[src/rtl/ram_store_arbiter.sv]
// Round-robin arbiter sharing one 8-bit RAM write port between two store requesters.
// A granted store of 1/2/4/8 bytes is serialised little-endian, one byte per cycle.
// Optional feature: define STORE_ALIGN_CHK_EN to reject stores whose address is not
// a multiple of the store size (gnt and err pulse together, nothing is written).
module ram_store_arbiter #(
   parameter int unsigned ADDR_W     = 16,
   parameter bit          PRIO_RESET = 1'b0
) (
   input  logic              clk,
   input  logic              rst_n,
   input  logic              req0,
   input  logic [1:0]        size0,
   input  logic [ADDR_W-1:0] addr0,
   input  logic [63:0]       data0,
   output logic              gnt0,
   output logic              done0,
   output logic              err0,
   input  logic              req1,
   input  logic [1:0]        size1,
   input  logic [ADDR_W-1:0] addr1,
   input  logic [63:0]       data1,
   output logic              gnt1,
   output logic              done1,
   output logic              err1,
   output logic              ram_we,
   output logic [ADDR_W-1:0] ram_addr,
   output logic [7:0]        ram_d,
   output logic              busy
);

   typedef enum logic {StIdle, StWrite} state_e;

   state_e            state_q, state_d;
   logic [2:0]        cnt_q, cnt_d;
   logic              prio_q, prio_d;
   logic              owner_q, owner_d;
   logic [1:0]        size_q, size_d;
   logic [ADDR_W-1:0] addr_q, addr_d;
   logic [63:0]       data_q, data_d;

   logic [1:0]        gnt_q, gnt_d, done_q, done_d, err_q, err_d;
   logic              we_q, we_d, busy_q, busy_d;
   logic [ADDR_W-1:0] waddr_q, waddr_d;
   logic [7:0]        wdata_q, wdata_d;

   logic              any_req, win, reject, last_byte;
   logic [1:0]        win_size;
   logic [ADDR_W-1:0] win_addr;
   logic [63:0]       win_data;
   logic [2:0]        next_idx;

   // Index of the final byte for an encoded store size.
   function automatic logic [2:0] last_idx(input logic [1:0] sz);
      unique case (sz)
         2'b00:   last_idx = 3'd0;
         2'b01:   last_idx = 3'd1;
         2'b10:   last_idx = 3'd3;
         default: last_idx = 3'd7;
      endcase
   endfunction

   // Winner selection: a lone requester wins, otherwise the one holding priority.
   always_comb begin
      any_req   = req0 | req1;
      win       = (req0 & req1) ? prio_q : req1;
      win_size  = win ? size1 : size0;
      win_addr  = win ? addr1 : addr0;
      win_data  = win ? data1 : data0;
      last_byte = (cnt_q == last_idx(size_q));
      next_idx  = cnt_q + 3'd1;
   end

`ifdef STORE_ALIGN_CHK_EN
   // Misalignment check on the winning request; single bytes are always aligned.
   always_comb begin
      unique case (win_size)
         2'b00:   reject = 1'b0;
         2'b01:   reject = win_addr[0];
         2'b10:   reject = |win_addr[1:0];
         default: reject = |win_addr[2:0];
      endcase
   end
`else
   assign reject = 1'b0;
`endif

   // State and registered outputs, synchronous active-low reset.
   always_ff @(posedge clk) begin
      if (!rst_n) begin
         state_q <= StIdle;
         cnt_q   <= 3'd0;
         prio_q  <= PRIO_RESET;
         owner_q <= 1'b0;
         size_q  <= 2'b00;
         addr_q  <= '0;
         data_q  <= '0;
         gnt_q   <= 2'b00;
         done_q  <= 2'b00;
         err_q   <= 2'b00;
         we_q    <= 1'b0;
         busy_q  <= 1'b0;
         waddr_q <= '0;
         wdata_q <= 8'h00;
      end else begin
         state_q <= state_d;
         cnt_q   <= cnt_d;
         prio_q  <= prio_d;
         owner_q <= owner_d;
         size_q  <= size_d;
         addr_q  <= addr_d;
         data_q  <= data_d;
         gnt_q   <= gnt_d;
         done_q  <= done_d;
         err_q   <= err_d;
         we_q    <= we_d;
         busy_q  <= busy_d;
         waddr_q <= waddr_d;
         wdata_q <= wdata_d;
      end
   end

   // Next state: accept in IDLE, step through bytes in WRITE, return after the last one.
   always_comb begin
      state_d = state_q;
      cnt_d   = cnt_q;
      prio_d  = prio_q;
      owner_d = owner_q;
      size_d  = size_q;
      addr_d  = addr_q;
      data_d  = data_q;
      unique case (state_q)
         StIdle: begin
            if (any_req) begin
               prio_d = ~win;
               if (!reject) begin
                  state_d = StWrite;
                  cnt_d   = 3'd0;
                  owner_d = win;
                  size_d  = win_size;
                  addr_d  = win_addr;
                  data_d  = win_data;
               end
            end
         end
         default: begin
            if (last_byte) begin
               state_d = StIdle;
               cnt_d   = 3'd0;
            end else begin
               cnt_d = next_idx;
            end
         end
      endcase
   end

   // Output values for the next cycle (byte 0 comes from the request, later bytes from the latch).
   always_comb begin
      gnt_d   = 2'b00;
      done_d  = 2'b00;
      err_d   = 2'b00;
      we_d    = 1'b0;
      busy_d  = 1'b0;
      waddr_d = '0;
      wdata_d = 8'h00;
      if (state_q == StIdle) begin
         if (any_req) begin
            gnt_d[win] = 1'b1;
            if (reject) begin
               err_d[win] = 1'b1;
            end else begin
               we_d         = 1'b1;
               busy_d       = 1'b1;
               waddr_d      = win_addr;
               wdata_d      = win_data[7:0];
               done_d[win]  = (win_size == 2'b00);
            end
         end
      end else if (!last_byte) begin
         we_d            = 1'b1;
         busy_d          = 1'b1;
         waddr_d         = addr_q + ADDR_W'(next_idx);
         wdata_d         = data_q[{next_idx, 3'b000} +: 8];
         done_d[owner_q] = (next_idx == last_idx(size_q));
      end
   end

   assign gnt0     = gnt_q[0];
   assign gnt1     = gnt_q[1];
   assign done0    = done_q[0];
   assign done1    = done_q[1];
   assign err0     = err_q[0];
   assign err1     = err_q[1];
   assign ram_we   = we_q;
   assign busy     = busy_q;
   assign ram_addr = waddr_q;
   assign ram_d    = wdata_q;

endmodule

[config.mk]
export PLATFORM = sky130hd
export DESIGN_NAME = ram_store_arbiter
export DESIGN_NICKNAME = d
export VERILOG_FILES = /design/src/rtl/ram_store_arbiter.sv
export SDC_FILE = /design/constraint.sdc
export NUM_CORES = 1
export LEC_CHECK = 0
export CORE_UTILIZATION = 50
export DETAILED_ROUTE_END_ITERATION = 10
export DONT_BUFFER_PORTS = 1
export GPL_TIMING_DRIVEN = 0
export PLACE_DENSITY = 0.64
export SYNTH_ARGS = -nofsm -noshare
export SYNTH_HDL_FRONTEND = slang
export SYNTH_SLANG_ARGS = --single-unit
[constraint.sdc]
create_clock -name clk -period 4.42 [get_ports clk]
set_input_delay 0.884 -clock clk [delete_from_list [all_inputs] [get_ports clk]]
set_output_delay 0.884 -clock clk [all_outputs]
set_load 0.005 [all_outputs]
==> qor.csv <==
stage,metric,value,unit
clock_tree,Post-CTS Setup Bufs,0,
critical_path,crit path launch type,register,
worst_hold_path,Min-Delay Path Depth,2,
clock_tree,hold_buf cts,0,
grt,vias in the first global route,4242,
power,static leakage,0.00224,uW
yosys,async set or reset register ratio after synthesis,0,
drt,drt pass-1 iters,8,
drt,First DRT Iteration DRCs,551,
drt,routed vias,4411,
yosys,Mapped Cells,514,
floorplan,Core ar.,9860,sq um
critical_path,CP max FO,10,
timing,final hold violations,0,
grt,initial antenna violation count,0,
power,peak supply drop,0.256,mV
final_layout,Final Net Count,707,
timing,Fin Clk Skew,0.00925,ns
drt,detailed-route wire length per cell,22.9,um
critical_path,crit path capture type,register,
critical_path,Max stage delay on crit path,0.40,ns
place,Placer Congestion,0.894,
clock_tree,CTS resizes,0,
critical_path,Worst EP arrival,3.00,ns
grt,Total GRT Usage,0.302,
floorplan,Die ar.,10700,sq um
timing,setup TNS,0,ns
yosys,Post-Syn Area,5130,sq um
yosys,library cells used by synthesis,49,
timing,max_slew headroom,0.564,
floorplan,starting density of the core,0.520,
clock_tree,H-tree levels,4,
power,PD cells,487,nW/um^2
critical_path,reg2reg path depth,9,
timing,post-route minimum period,2.63,ns
final_layout,Finished Core Util,0.592,
critical_path,Most common cell on crit path,ha_1,
clock_tree,cts bufs inserted,17,
clock_tree,clk sinks,116,
drt,Routed Antenna Nets,0,
critical_path,WP data required,4.79,ns
clock_tree,CTS tree,yes,
final_layout,Area Overhead vs Synth,13.8,%
floorplan,io pins,200,
final_layout,most frequent cells in the layout,"116 x dfxtp_1, 97 x nor2_1, 64 x a222oi_1",
timing,fmax,0.380,GHz
final_layout,# fillers,845,
timing,Final period util,0.595,
floorplan,# rows,36,
critical_path,Crit Path Class,register to register,
yosys,register area share after synthesis,0.453,
final_layout,# diodes,0,
floorplan,die height,103,um
floorplan,Die Wd,103,um
final_layout,"commonest non-fill, non-tap cell in the layout",dfxtp_1,
yosys,Synth Register Bits,116,
clock_tree,Clock Pin Slew Worst Setup and Hold Paths,0.06,ns
status,status,completed,
place,Post-DP HPWL,11700,um
drt,Via-to-Cell Ratio,6.49,
job,Max Cap Viol,0,
final_layout,share of post-route cells with drive strength above 1,0.122,
worst_hold_path,worst hold path class,register to register,
critical_path,"critical path, cell by cell",ha_1 > xor2_1 > buf_2 > ha_1 > a211oi_1 > nor3_2 > and4_1 > xnor2_1 > o22ai_1,
critical_path,Crit-path slowest cell,dfxtp_1,
clock_tree,clk root buf,clkbuf_8,
grt,GRT overflow,0,
clock_tree,clk_lat worst skew,0.52,ns
timing,Final Setup Violations,0,
final_layout,"Design Area, Final",5840,sq um
clock_tree,Clock Tree Buf Depth,2,
timing,RSZ-0062 raised after global routing,no,
yosys,"EDFF count, synth",0,
grt,first-pass GRT wire length,23400,um
place,DP Area,5300,sq um
yosys,Synth Flop Type,dfxtp_1,
place,Port-buffer cells,0,
grt,largest net degree at the start of global routing,17,
drt,DRC Markers,0,
yosys,Synth warnings,0,
drt,overall routed net length,15600,um
yosys,syn avg cell area,9.98,sq um
timing,"Slew Viols, Final",0,
timing,worst slew pin tran,0.654,ns
-- critical path, delay by kind of cell, from the launching register on --
kind            cells  cell delay (ns)
fa+ha+maj           2             0.50
compound gates      2             0.22
simple gates        2             0.64
flops               1             0.40
buf+inv             1             0.37
xor+xnor            2             0.36
-- worst paths after layout --
kind                            startpoint     endpoint  slack [ns]
worst max-delay path              cnt_q[1]  ram_addr[9]        1.79
worst min register to register  addr_q[15]   addr_q[15]        0.46
worst max register to register    cnt_q[1]  ram_addr[9]        1.79
worst min-delay path            addr_q[15]   addr_q[15]        0.46
-- power breakdown --
part           total (uW)  switching (uW)  internal [uW]  leakage [uW]
Sequential           1210            69.5           1140      0.000956
Combinational         392             226            165       0.00102
Clock                1240             474            767      0.000260
-- synthesized netlist by cell type, types with 2 or more instances --
cell type,count,area (sq um)
o2bb2ai_1,4,35.0
inv_1,5,18.8
a211oi_2,2,25.0
nand4_1,3,18.8
a21oi_1,13,65.1
a22oi_1,4,30.0
a22o_1,8,70.1
nor2_1,97,364
buf_4,5,37.5
nand2_1,24,90.1
buf_2,7,35.0
xor2_1,8,70.1
o22ai_1,10,62.6
ha_1,4,50.1
and4_1,2,17.5
mux4_2,16,360
xnor2_1,6,52.6
buf_1,5,18.8
nand2b_1,2,12.5
mux2i_1,19,190
nand3_1,13,65.1
a222oi_1,64,641
o21ai_1,7,35.0
clkbuf_1,32,120
a211oi_1,11,82.6
dfxtp_1,116,2320
nor3_1,5,25.0
-- routing by layer --
layer / global-route usage / routed length [um] / vias to the layer above
met3: 0.0726 / 1460 / 14
met4: 0.0910 / 189 / 0
met5: 0 / 0 / -
met1: 0.397 / 6380 / 2125
met2: 0.496 / 7550 / 241
li1: - / - / 2031
-- state kept, by name (all words and copies together), names as in the netlist, 2 cells and up --
signal / flops
addr_q: 16
size_q: 2
ram_d: 8
done_q: 2
data_q: 64
ram_addr: 16
cnt_q: 3
gnt_q: 2
-- area by class of cell --
type / instances / area [sq um] / area share
flip-flops and latches: 116 / 2320 / 0.398
clock buffers: 22 / 453 / 0.0776
inverters: 6 / 22.5 / 0.00386
plain buffers: 51 / 228 / 0.0390
multi-input cells: 342 / 2560 / 0.439
well taps: 133 / 166 / 0.0285
clock inverters: 10 / 82.6 / 0.0141
-- stage by stage --
step                total power, uW  setup slack (ns)  std cells  hold slack, ns
floorplan                      1500              2.21        515           0.436
global placement               1600              1.87        648           0.444
detailed placement             1610              1.82        648           0.454
CTS                            2840              1.81        680           0.462
global route                   2950              1.56        680           0.487
finish                         2840              1.79        680           0.462
-- logic make-up (layout without fill, tap and decap cells) --
logic type               after synthesis  count (layout)  share of synthesized area
AO/OA/AOI/OAI                        132             132                      0.221
XOR/XNOR                              15              15                     0.0285
adder cells (fa/ha/maj)                5               5                     0.0137
buffers and inverters                 57              89                     0.0488
flip-flops                           116             116                      0.453
multiplexers                          36              36                      0.109
other                                  1               2                   0.000731
AND/OR/NAND/NOR                      152             152                      0.125
Power figures use the tool's default switching activity.
